<file path="src/rtl/heart_logo_pkg.sv">
// Shared types, colour defaults, heart mask table and logo geometry constants.
package heart_logo_pkg;

  typedef logic [11:0] rgb_t;

  localparam rgb_t HEART_COLOR_DEF = 12'hF00;
  localparam rgb_t RING_COLOR_DEF  = 12'hFFF;
  localparam rgb_t BG_COLOR_DEF    = 12'h000;

  // Row 0 is the top of the sprite; bit 15 of each row is column 0.
  localparam logic [15:0] HEART_MASK [16] = '{
    16'h0000, 16'h0000, 16'h1C38, 16'h3E7C,
    16'h7FFE, 16'h7FFE, 16'h7FFE, 16'h7FFE,
    16'h3FFC, 16'h1FF8, 16'h0FF0, 16'h07E0,
    16'h03C0, 16'h0180, 16'h0000, 16'h0000
  };

  // Scaled-heart zone in logo coordinates, inclusive on both ends.
  localparam logic [6:0] ZONE_LO = 7'd32;
  localparam logic [6:0] ZONE_HI = 7'd95;

  // Ring radius-squared window around (64,64): radius 52..60 inclusive.
  localparam logic [13:0] RING_D2_MIN = 14'd2704;
  localparam logic [13:0] RING_D2_MAX = 14'd3600;

  // Distance of a 7-bit coordinate from the logo centre, always 0..64.
  function automatic logic [6:0] centre_dist(input logic [6:0] c);
    return (c >= 7'd64) ? (c - 7'd64) : (7'd64 - c);
  endfunction

endpackage

</file>
<file path="src/rtl/heart_logo_if.sv">
// Pixel address/colour bundle for the two independent sprite ports.
// There is no valid/ready pair: an address is taken on every rising clk edge
// and its colour appears on the matching rgb signal after that edge; the
// port can never stall.
interface heart_logo_if;
  import heart_logo_pkg::*;

  logic [3:0] heart_x;
  logic [3:0] heart_y;
  rgb_t       heart_rgb;
  logic [6:0] logo_x;
  logic [6:0] logo_y;
  rgb_t       logo_rgb;

  modport master (
    output heart_x, heart_y, logo_x, logo_y,
    input  heart_rgb, logo_rgb
  );

  modport slave (
    input  heart_x, heart_y, logo_x, logo_y,
    output heart_rgb, logo_rgb
  );

endinterface

</file>
<file path="src/rtl/heart_mask_lookup.sv">
// Combinational lookup of one heart mask bit at (column, row).
module heart_mask_lookup
  import heart_logo_pkg::*;
(
  input  logic [3:0] i_x,
  input  logic [3:0] i_y,
  output logic       o_lit
);

  // Column 0 maps to bit 15, so the bit index is mirrored.
  assign o_lit = HEART_MASK[i_y][4'd15 - i_x];

endmodule

</file>
<file path="src/rtl/heart_logo.sv">
// Two registered sprite ROM ports: a 16x16 heart and a 128x128 logo made of
// a 4x scaled heart inside a ring.
module heart_logo
  import heart_logo_pkg::*;
#(
  parameter rgb_t HEART_COLOR = HEART_COLOR_DEF,
  parameter rgb_t RING_COLOR  = RING_COLOR_DEF,
  parameter rgb_t BG_COLOR    = BG_COLOR_DEF
) (
  input  logic         clk,
  input  logic         reset,
  heart_logo_if.slave  bus
);

  logic       w_heart_lit;
  logic       w_logo_lit;
  logic       w_in_zone;
  logic       w_in_ring;
  logic [3:0] w_logo_col;
  logic [3:0] w_logo_row;
  logic [6:0] w_adx;
  logic [6:0] w_ady;
  logic [13:0] w_d2;
  rgb_t       w_heart_next;
  rgb_t       w_logo_next;
  rgb_t       r_heart_rgb;
  rgb_t       r_logo_rgb;

  heart_mask_lookup u_heart_lookup (
    .i_x   (bus.heart_x),
    .i_y   (bus.heart_y),
    .o_lit (w_heart_lit)
  );

  // Outside the zone these indices are meaningless but harmless: w_in_zone gates them.
  assign w_logo_col = 4'((bus.logo_x - ZONE_LO) >> 2);
  assign w_logo_row = 4'((bus.logo_y - ZONE_LO) >> 2);

  heart_mask_lookup u_logo_lookup (
    .i_x   (w_logo_col),
    .i_y   (w_logo_row),
    .o_lit (w_logo_lit)
  );

  // |dx|,|dy| squared equals dx*dx, dy*dy; max sum is 64^2+64^2 = 8192.
  assign w_adx = centre_dist(bus.logo_x);
  assign w_ady = centre_dist(bus.logo_y);
  assign w_d2  = (14'(w_adx) * 14'(w_adx)) + (14'(w_ady) * 14'(w_ady));

  assign w_in_zone = (bus.logo_x >= ZONE_LO) && (bus.logo_x <= ZONE_HI) &&
                     (bus.logo_y >= ZONE_LO) && (bus.logo_y <= ZONE_HI);
  assign w_in_ring = (w_d2 >= RING_D2_MIN) && (w_d2 <= RING_D2_MAX);

  // Colour selection; the scaled heart takes priority over the ring.
  always_comb begin
    w_heart_next = w_heart_lit ? HEART_COLOR : BG_COLOR;
    w_logo_next  = BG_COLOR;
    if (w_in_zone && w_logo_lit) begin
      w_logo_next = HEART_COLOR;
    end else if (w_in_ring) begin
      w_logo_next = RING_COLOR;
    end
  end

  // Output registers; reset clears them at once, with no clock needed.
  always_ff @(posedge clk or posedge reset) begin
    if (reset) begin
      r_heart_rgb <= 12'h000;
      r_logo_rgb  <= 12'h000;
    end else begin
      r_heart_rgb <= w_heart_next;
      r_logo_rgb  <= w_logo_next;
    end
  end

  assign bus.heart_rgb = r_heart_rgb;
  assign bus.logo_rgb  = r_logo_rgb;

endmodule

</file>
<file path="src/flat_wrapper.sv">
// flat-port wrapper written by rule: the top's interface ports become plain ports
module heart_logo_flat import heart_logo_pkg::*;
#(
  parameter rgb_t HEART_COLOR = HEART_COLOR_DEF,
  parameter rgb_t RING_COLOR  = RING_COLOR_DEF,
  parameter rgb_t BG_COLOR    = BG_COLOR_DEF
)
  (clk, reset, bus_heart_x, bus_heart_y, bus_logo_x, bus_logo_y, bus_heart_rgb, bus_logo_rgb);
  heart_logo_if bus_i ();
  input  logic clk;
  input  logic reset;
  input wire logic [$bits(bus_i.heart_x)-1:0] bus_heart_x;
  input wire logic [$bits(bus_i.heart_y)-1:0] bus_heart_y;
  input wire logic [$bits(bus_i.logo_x)-1:0] bus_logo_x;
  input wire logic [$bits(bus_i.logo_y)-1:0] bus_logo_y;
  output wire logic [$bits(bus_i.heart_rgb)-1:0] bus_heart_rgb;
  output wire logic [$bits(bus_i.logo_rgb)-1:0] bus_logo_rgb;
  assign bus_i.heart_x = bus_heart_x;
  assign bus_i.heart_y = bus_heart_y;
  assign bus_i.logo_x = bus_logo_x;
  assign bus_i.logo_y = bus_logo_y;
  assign bus_heart_rgb = bus_i.heart_rgb;
  assign bus_logo_rgb = bus_i.logo_rgb;
  heart_logo #(.HEART_COLOR(HEART_COLOR), .RING_COLOR(RING_COLOR), .BG_COLOR(BG_COLOR)) u_core (.clk(clk), .reset(reset), .bus(bus_i));
endmodule
</file>
<file path="config.mk">
export PLATFORM = sky130hd
export DESIGN_NAME = heart_logo_flat
export DESIGN_NICKNAME = d
export VERILOG_FILES = /design/src/rtl/heart_logo_pkg.sv /design/src/rtl/heart_logo_if.sv /design/src/rtl/heart_mask_lookup.sv /design/src/rtl/heart_logo.sv /design/src/flat_wrapper.sv
export SDC_FILE = /design/constraint.sdc
export NUM_CORES = 1
export LEC_CHECK = 0
export CELL_PAD_IN_SITES_DETAIL_PLACEMENT = 0
export CELL_PAD_IN_SITES_GLOBAL_PLACEMENT = 2
export CORE_MARGIN = 1
export CORE_UTILIZATION = 35
export CTS_BUF_LIST = sky130_fd_sc_hd__clkbuf_4 sky130_fd_sc_hd__clkbuf_8
export DETAILED_ROUTE_END_ITERATION = 10
export PLACE_DENSITY_LB_ADDON = 0.1
export SLEW_MARGIN = 20
export SYNTH_ARGS = -nofsm -noshare
export SYNTH_HDL_FRONTEND = slang
export SYNTH_HIERARCHICAL = 1
export SYNTH_SLANG_ARGS = --single-unit
</file>
<file path="constraint.sdc">
create_clock -name clk -period 1 [get_ports clk]
set_clock_uncertainty 0.15 [all_clocks]
set_input_delay 0.2 -clock clk [delete_from_list [all_inputs] [get_ports clk]]
set_output_delay 0.2 -clock clk [all_outputs]
set_load 0.005 [all_outputs]
</file>
# Word level (Yosys, flattened, before mapping)
# Memories as Yosys holds them, arrays and structs flattened.
# Cells that the tools add are included.
# word_totals
mem_bits_ro,512
elab_cells,47
n_memories,2
reg_bits,24
inputBits,24
out_inout_bits,24
# op_classes
mux,13
mul,2
n_addsub,9
n_lt_le_gt_ge,12
n_bitwise,2
reduce_logical,5
# mem_list
name,depth,word_bits,rd,rd_ports_with_merged_regs,write_ports,line,rtl
(no name shown),16,16,1,0,0,heart_mask_lookup.sv:11,assign o_lit = HEART_MASK[i_y][4'd15 - i_x];
(no name shown),16,16,1,0,0,heart_mask_lookup.sv:11,
# ops
operator,count
16-bit 2-to-1 mux,4
12-bit 2-to-1 mux,3
7-bit by 7-bit multiplier with 14-bit output,2
14-bit adder,1
14-bit by 12-bit >= comparator with 1-bit output (second input constant),1
7-bit by 6-bit >= comparator with 1-bit output (second input constant),2
7-bit >= comparator (second input constant),2
14-bit by 12-bit less-or-equal comparator with 1-bit output (second input constant),1
7-bit less-or-equal comparator (second input constant),2
7-bit 2-to-1 mux,2
7-bit subtractor (first input constant),2
7-bit subtractor (second input constant),2
6-bit subtractor (second input constant),2
5-bit >= comparator (second input constant),2
4-bit by 5-bit less-than comparator with 1-bit output (second input constant),2
4-bit NOT with 5-bit output,2
1-bit binary-select mux with 4-bit select,2
4-bit subtractor (first input constant),2
1-bit logical AND,5
1-bit 2-to-1 mux,2

# Logic depth before layout (Yosys ltp)
# Gate-level depths: netlist of the first run.
# logic_depth
ltp_word,9
depth_mapped,24
depth_no_buf,24

# Hierarchy
# Netlist of the first run, hierarchy kept.
# modules_own_cells
mod,n_inst,seq_area_each_um2,area_each_um2,cells_per_inst
heart_logo,1,75.1,3276.9,374
heart_mask_lookup (u_core.u_heart_lookup),1,0.0,224.0,37
heart_mask_lookup (u_core.u_logo_lookup),1,0.0,217.7,34

# Worst setup path after synthesis of the first run
# OpenSTA, ideal clock, no wires.
# synth_path
path_type,input port to flip-flop
start,input bus_logo_x[0]
end,register u_core.r_logo_rgb[10] (netlist: u_core/bus.logo_rgb[10])
t_arrival_ns,5.717
stages,24
path_slack_ns,-4.998
path_buffers,0
required_ns,0.719
setup_time_ns,0.131
path_cell_list,inv_1 ha_1 nor2b_2 a21oi_1 xnor2_1 inv_1 nand2_1 fa_1 fa_1 fa_1 inv_1 fa_1 inv_1 fa_1 fa_1 inv_1 ha_1 nor2b_4 o2111ai_2 a32oi_2 xor2_2 nor2_1 a22oi_2 o21ai_1
# synth_via
elab_chain_cells,8
word_cells_on_any_way,21
cone_classes,5 x add/sub; 1 x mul; 5 x order compare; 5 x mux; 5 x reduce/logical
# synth_rtl
item,line,rtl
from (decl),flat_wrapper.sv:14,input wire logic [$bits(bus_i.logo_x)-1:0] bus_logo_x;
7-bit subtractor / 7-bit >= comparator (equally long branches),heart_logo_pkg.sv:28,return (c >= 7'd64) ? (c - 7'd64) : (7'd64 - c);
7-bit 2-to-1 mux,heart_logo_pkg.sv:28,
7-bit by 7-bit multiplier with 14-bit output,heart_logo.sv:48,assign w_d2 = (14'(w_adx) * 14'(w_adx)) + (14'(w_ady) * 14'(w_ady));
14-bit adder,heart_logo.sv:48,
14-bit by 12-bit >= comparator with 1-bit output / 14-bit by 12-bit less-or-equal comparator with 1-bit output (equally long branches),heart_logo.sv:52,assign w_in_ring = (w_d2 >= RING_D2_MIN) && (w_d2 <= RING_D2_MAX);
1-bit logical AND,heart_logo.sv:52,
12-bit 2-to-1 mux,heart_logo.sv:60,end else if (w_in_ring) begin
12-bit 2-to-1 mux *,heart_logo.sv:58,if (w_in_zone && w_logo_lit) begin
via u_core.w_logo_next[10],heart_logo.sv:25,rgb_t w_logo_next;
to (signal assigned),heart_logo.sv:72,r_logo_rgb <= w_logo_next;
to (decl),heart_logo.sv:27,rgb_t r_logo_rgb;
# The timed path passes the listed nets; every way through them passes the cells marked *. The select of a mux whose other input is x is not followed.

# Worst setup path in the final report of the first run
# layout_path
start,input bus_logo_y[4]
end,register u_core.r_logo_rgb[10] (netlist: u_core/bus.logo_rgb[10])
# layout_via
elab_chain_cells,9
word_cells_on_any_way,23
cone_classes,4 x add/sub; 1 x mul; 5 x order compare; 7 x mux; 1 x bitwise; 4 x reduce/logical; 1 x memory
# layout_rtl
item,line,rtl
from (decl),flat_wrapper.sv:15,input wire logic [$bits(bus_i.logo_y)-1:0] bus_logo_y;
"parallel branches: the longest is 8 deep, another holds 7-bit by 7-bit multiplier with 14-bit output",n/a,
12-bit 2-to-1 mux *,heart_logo.sv:58,
via u_core.w_logo_next[10],heart_logo.sv:25,
# Mark *: on every way through the listed nets, which the timed path passes. The select of a mux whose other input is x is not followed.

==> results of run 1 <==
sequential cells by signal, indices dropped and copies added, names as in the netlist:
signal,flops
u_core/bus.heart_rgb,1
u_core/bus.logo_rgb,2
synthesized netlist by cell type, types with 4 or more instances:
library cell | instances | area [µm²]
inv_1 | 91 | 342
and2_1 | 5 | 31.3
buf_4 | 22 | 165
nor2_1 | 39 | 146
fa_1 | 49 | 981
a31oi_1 | 5 | 31.3
a21oi_1 | 17 | 85.1
ha_1 | 49 | 613
buf_2 | 5 | 25.0
mux2i_1 | 4 | 40.0
xnor2_1 | 17 | 149
o21ai_0 | 13 | 65.1
nand3_1 | 7 | 35.0
xor2_1 | 5 | 43.8
nand2_1 | 30 | 113
nor2b_1 | 4 | 25.0
o21bai_1 | 4 | 30.0
path summary, 6_finish.rpt:
path / startpoint / endpoint / slack (ns) / cells after the start
worst min-delay path: reset / u_core/bus.logo_rgb[10] / 0.01 / 2
min in group clk: bus_heart_x[1] / u_core/bus.heart_rgb[10] / 0.41 / 5
max in group asynchronous: reset / u_core/bus.logo_rgb[7] / 0.54 / 2
worst max-delay path: bus_logo_y[4] / u_core/bus.logo_rgb[10] / -4.66 / 25
cells in the final DEF, fill, tap and decap left out, drive strengths merged, types with 3 or more instances in the layout:
| cell type | instances |
|---|---|
| o41ai | 3 |
| xnor2 | 18 |
| nor2 | 41 |
| a21o | 3 |
| o21ai | 17 |
| nor4 | 3 |
| xor2 | 6 |
| and2 | 5 |
| a21oi | 18 |
| conb | 15 |
| nor3 | 6 |
| o2111ai | 3 |
| nor2b | 6 |
| nand2 | 31 |
| buf | 169 |
| inv | 90 |
| a31oi | 6 |
| ha | 49 |
| clkbuf | 13 |
| o21bai | 4 |
| fa | 49 |
| a211oi | 3 |
| nand3 | 7 |
| mux2i | 4 |
| dfrtp | 3 |
| nand2b | 3 |
final cells by class:
type / count / area [µm²]
Clock buffer: 4 / 48.8
Fill cell: 967 / 4550
Inverter: 91 / 368
Multi-Input combinational cell: 335 / 3610
Sequential cell: 3 / 76.3
Tap cell: 136 / 170
Timing Repair Buffer: 185 / 1500
cell families (layout without fill, tap and decap cells):
group,Yosys count,in the layout,share of synthesized area
muxes,6,6,0.0178
buffers and inverters,120,280,0.147
xor gates and xnor gates,24,24,0.0606
AOI/OAI and AO/OA,76,76,0.153
and+or+nand+nor,116,116,0.171
DFF,3,3,0.0202
other,2,15,0.00202
adders and majority gates,98,98,0.429
critical path: stages:
cell,delay (ns)
buf_6,0.10
nor3_4,0.23
a31oi_4,0.16
xnor2_4,0.18
and2_4,0.16
xnor2_2,0.13
ha_1,0.29
inv_2,0.04
fa_1,0.56
inv_2,0.05
fa_1,0.55
fa_1,0.44
fa_1,0.53
inv_2,0.04
fa_1,0.54
inv_2,0.05
ha_4,0.17
buf_4,0.13
a21o_1,0.16
nand2_2,0.10
a31oi_4,0.12
o21ai_0,0.19
nor2_1,0.09
o31ai_4,0.27
o21ai_1,0.10
metal layers:
metal  up-vias  global-route usage
li1       1769                   -
met1      1743               0.251
met2        38               0.339
met3        10             0.00374
met4         0              0.0282
met5         -                   0
timing repair:
item | 4_1_cts | 5_1_grt
gates cloned | 0 | 0
setup endpoints to repair | 19 | 19
pin swaps | 35 | 71
buffers inserted | 34 | 17
resized for setup | 128 | 108
power by group through the flow:
stage / Sequential [mW] / Clock [mW] / Combinational [mW]
6_report: 0.192 / 0.388 / 19.4
3_5_place_dp: 0.199 / 0 / 16.2
3_3_place_gp: 0.195 / 0 / 16.2
4_1_cts: 0.190 / 0.394 / 17.0
2_1_floorplan: 0.198 / 0 / 11.4
5_1_grt: 0.194 / 0.409 / 21.4
through the flow:
stage	TNS, ns	area, µm²	power [mW]
global route	-13.36	5780	22.0
global placement	-16.04	5040	16.4
CTS	-12.93	5400	17.6
detailed placement	-16.43	5040	16.4
finish	-12.39	5780	19.9
floorplan	-9.39	3940	11.6
==> results.md, run 1 <==
* Status: finished, violations left
* Failing checks: setup timing
* Worst slack at placement at -5.41 ns
* Crit Path Category: primary input to flop
* Antenna viol nets, final at 0
* First-pass GRT wire length at 16800 µm
* CTS Buf Count at 3
* Post-layout util at 0.560
* DR pass1 iterations at 4
* GPL Wtd Cong at 0.805
* Final hold vios at 0
* Clk network pwr share at 0.019
* Met3 WL at 129 µm
* Final std cells w/o fill at 754
* Crit path DAT at 5.60 ns
* Final setup viols at 19
* Fin nets at 741
* Antenna Cells at 0
* Worst hold path type: primary input to async pin
* Logic pwr share at 0.971
* Share of layout cells above drive strength 1 at 0.458
* CP required at 0.94 ns
* Die Y-Extent at 105 µm
* P per Cell Area at 3450 nW/µm²
* Synth unique cells at 72
* Post-synthesis register bit count at 3
* Pins Over Slew Limit at 0
* Switching share of power at 0.487
* Fin worst setup slack at -4.66 ns
* Number of synthesized flops with an enable pin at 0
* Asr flop ratio synth at 1.00
* Crit Path Max Fanout at 3
* Clk buf depth at 2
* Mapped Area at 3720 µm²
* Initial core utilization at 0.360
* H-tree depth at 1
* Vias in the first global route at 3661
* Crit path capture type: flop
* DIE WIDTH at 105 µm
* # DRC at 0
* Seq/Total Area, Yosys at 0.0202
* DIE AREA at 11000 µm²
* P_sw at 9.72 mW
* Sinks on the clock net at 3
* I/O Pins at 48
* Final global-route overflow total at 0
* Cell-internal power at 10.2 mW
* Max layer used: met4
* Maximum clock rate at 177 MHz
* Initial antenna violation count at 0
* GRT Util Overall at 0.186
* Synthesized area per cell at 8.36 µm²
* Sequential share of power at 0.010
* Initial DRC Count at 117
* CTS tree: built
* RSZ-0062 raised after global routing: yes
* Root buf cell: clkbuf_8
* Via density at 4.72
* Ys flop type: dfrtp_1
* Max-cap violations at 0
* Largest net degree at the start of global routing at 14
* Period minus WS final at 5.66 ns
* Final wirelength at 9850 µm
* Worst-path clk slew at 0.03 ns
* P_leak at 2.99 nW
* # placed instances at 703
* Post-DP HPWL at 7890 µm
* Ys Warns at 6
* Post-CTS Hold Buffers at 0
* Met1 Wirelength at 4610 µm
* DR WL met2 at 5020 µm
* # rows at 37
* Area delta synth->final at 55.3%
* Worst vdd ir at 3070 µV
* Crit start category: primary input
* Core ar. at 10300 µm²
* Tcrit/Tclk final at 5.66
* # port buffers at 39
* Final hold slack at 0.00976 ns
* Vias at 3560
* Cells after Synth at 445
* Wirelength per Cell at 13.1 µm
(Power assumes the default switching activity.)
==> run 2, diff against run 1 <==
- CAP_MARGIN: default -> 20
- CORE_MARGIN: 1 -> default
- CORE_UTILIZATION: 35 -> 32
- clock period: 1 -> 4.73 ns (I/O delays scaled with it)
==> run 2 against run 1 <==
Compared with the run above: the flow still finishes with violations (setup timing); critical path depth shrank 2; worst hold slack improved by 0.74 ns; global-route usage is 1.2 points lower; routed wire length decreased by 0.65%; first-iteration DRC count is 0.85% lower; via count shrank 2.2%; sequential share of layout area is essentially flat.
==> results.md, run 2 (synthesis results as in run 1) <==
* P per Cell Area at 765 nW/µm²
* Clk buf depth at 2
* Fin nets at 734
* Most common cell after layout, fill and taps aside: buf_4
* Initial DRC Count at 116
* Measured slew at the worst slew-check pin at 0.701 ns
* Max-cap violations at 0
* Period minus WS final at 6.51 ns
* Fin worst setup slack at -1.78 ns
* # port buffers at 39
* Initial antenna violation count at 0
* I/O Pins at 48
* Post-layout util at 0.499
* Core ar. at 11400 µm²
* Crit path capture type: flop
* Final wirelength at 9790 µm
* CTS tree: built
* Antenna viol nets, final at 0
* Worst hold path type: primary input to async pin
* Initial core utilization at 0.327
* Crit start category: primary input
* Crit path DAT at 6.45 ns
* Crit path from: bus_logo_x[6]
* Vias in the first global route at 3576
* RSZ-0062 raised after global routing: yes
* CTS Buf Count at 3
* Most frequent CP cell: fa_1
* # rows at 39
* Final instance area at 5680 µm²
* Worst slack at placement at -2.46 ns
* CP max stage cell: fa_1
* Fill count at 1115
* Post-DP HPWL at 8060 µm
* Via density at 4.62
* Wirelength per Cell at 13.0 µm
* Worst slew margin at 0.527
* DR pass1 iterations at 4
* H-tree depth at 1
* Die Y-Extent at 110 µm
* Worst-path clk slew at 0.03 ns
* Final setup viols at 2
* CP delay by family, top: adder cells
* Crit Path Category: primary input to flop
* Post-CTS Hold Buffers at 0
* Most frequent cells in the layout: buf_4 (127), inv_1 (79), fa_1 (48), ha_1 (40), nor2_1 (33)
* Largest net degree at the start of global routing at 13
* Max incr delay on CP at 0.54 ns
* Number of flip-flops in the largest register at 2
* Area delta synth->final at 52.6%
* DIE AREA at 12100 µm²
* Worst vdd ir at 733 µV
* Sinks on the clock net at 3
* Cell chain of the critical path: dlygate4sd2_1 > buf_4 > nor2_2 > xor2_2 > inv_2 > fa_1 > fa_1 > fa_1 > inv_1 > fa_2 > inv_2 > fa_1 > fa_1 > inv_2 > ha_4 > nor2b_4 > o311a_1 > o21ai_2 > buf_4 > nand2_2 > a41o_1 > a22oi_2 > o21ai_1
* First-pass GRT wire length at 16600 µm
* Final hold slack at 0.753 ns
* Crit Path Max Fanout at 3
* Final global-route overflow total at 0
* GPL Wtd Cong at 0.790
* Maximum clock rate at 154 MHz
* Share of layout cells above drive strength 1 at 0.383
* Status: finished, violations left
* Tcrit/Tclk final at 1.38
* Pins Over Slew Limit at 0
* GRT Util Overall at 0.175
* Antenna Cells at 0
* P_leak at 2.89 nW
* DIE WIDTH at 110 µm
* # DRC at 0
* Tot Pwr at 4.34 mW
* Post-DP Area at 4980 µm²
* Final hold vios at 0
* Failing checks: setup timing
* CP required at 4.66 ns
* Vias at 3481
* Root buf cell: clkbuf_8
* CP Buf/Inv Count at 7
==> run 2: cell types whose count changed in the layout (fill, tap and decap cells not counted), sizes merged <==
cell / delta
clkinv: -1
clkbuf: -6
dlygate4sd2: +3
clkdlybuf4s50: +24
inv: +1
buf: -27
dlymetal6s2s: -1
==> run 2: area by class of cell <==
cell class              instances  area [µm²]  share of cell area
repair buffers                178        1480               0.261
multi-input cells             335        3520               0.621
clock buffers                   4        48.8             0.00860
flip-flops and latches          3        75.1              0.0132
well taps                     143         179              0.0315
inverters                      91         368              0.0648
==> run 2: timing repair <==
item / in CTS / in global routing
pin swaps: 24 / 31
buffers inserted: 37 / 14
resized for setup: 55 / 42
endpoints found under the setup margin: 2 / 2
==> run 2: metrics by stage <==
| step | TNS, ns | instances |
|---|---|---|
| 2_1_floorplan | -3.07 | 458 |
| 3_3_place_gp | -4.89 | 701 |
| 3_5_place_dp | -4.89 | 701 |
| 4_1_cts | -3.64 | 742 |
| 5_1_grt | -4.05 | 754 |
| 6_report | -3.51 | 754 |
==> run 2: worst max-delay path by stage <==
stage / cells past startpoint / slack (ns) / to
after floorplan: 24 / -1.54 / u_core/bus.logo_rgb[10]
after global placement: 25 / -2.46 / u_core/bus.logo_rgb[10]
after detailed placement: 25 / -2.46 / u_core/bus.logo_rgb[10]
after CTS: 25 / -1.83 / u_core/bus.logo_rgb[10]
after global routing: 24 / -2.03 / u_core/bus.logo_rgb[7]
final: 23 / -1.78 / u_core/bus.logo_rgb[10]
==> run 2: routing by layer <==
| layer | vias to the layer above | track usage | part of all wire |
|---|---|---|---|
| li1 | 1759 | - | - |
| met1 | 1677 | 0.232 | 0.47 |
| met2 | 35 | 0.317 | 0.49 |
| met3 | 10 | 0.00771 | 0.022 |
| met4 | 0 | 0.0276 | 0.017 |
| met5 | - | 0 | 0 |
==> run 2: power breakdown <==
part,internal [mW],total [mW],switching (mW)
clock network,0.0631,0.0792,0.0161
registers,0.0374,0.0438,0.00641
logic,2.17,4.22,2.05
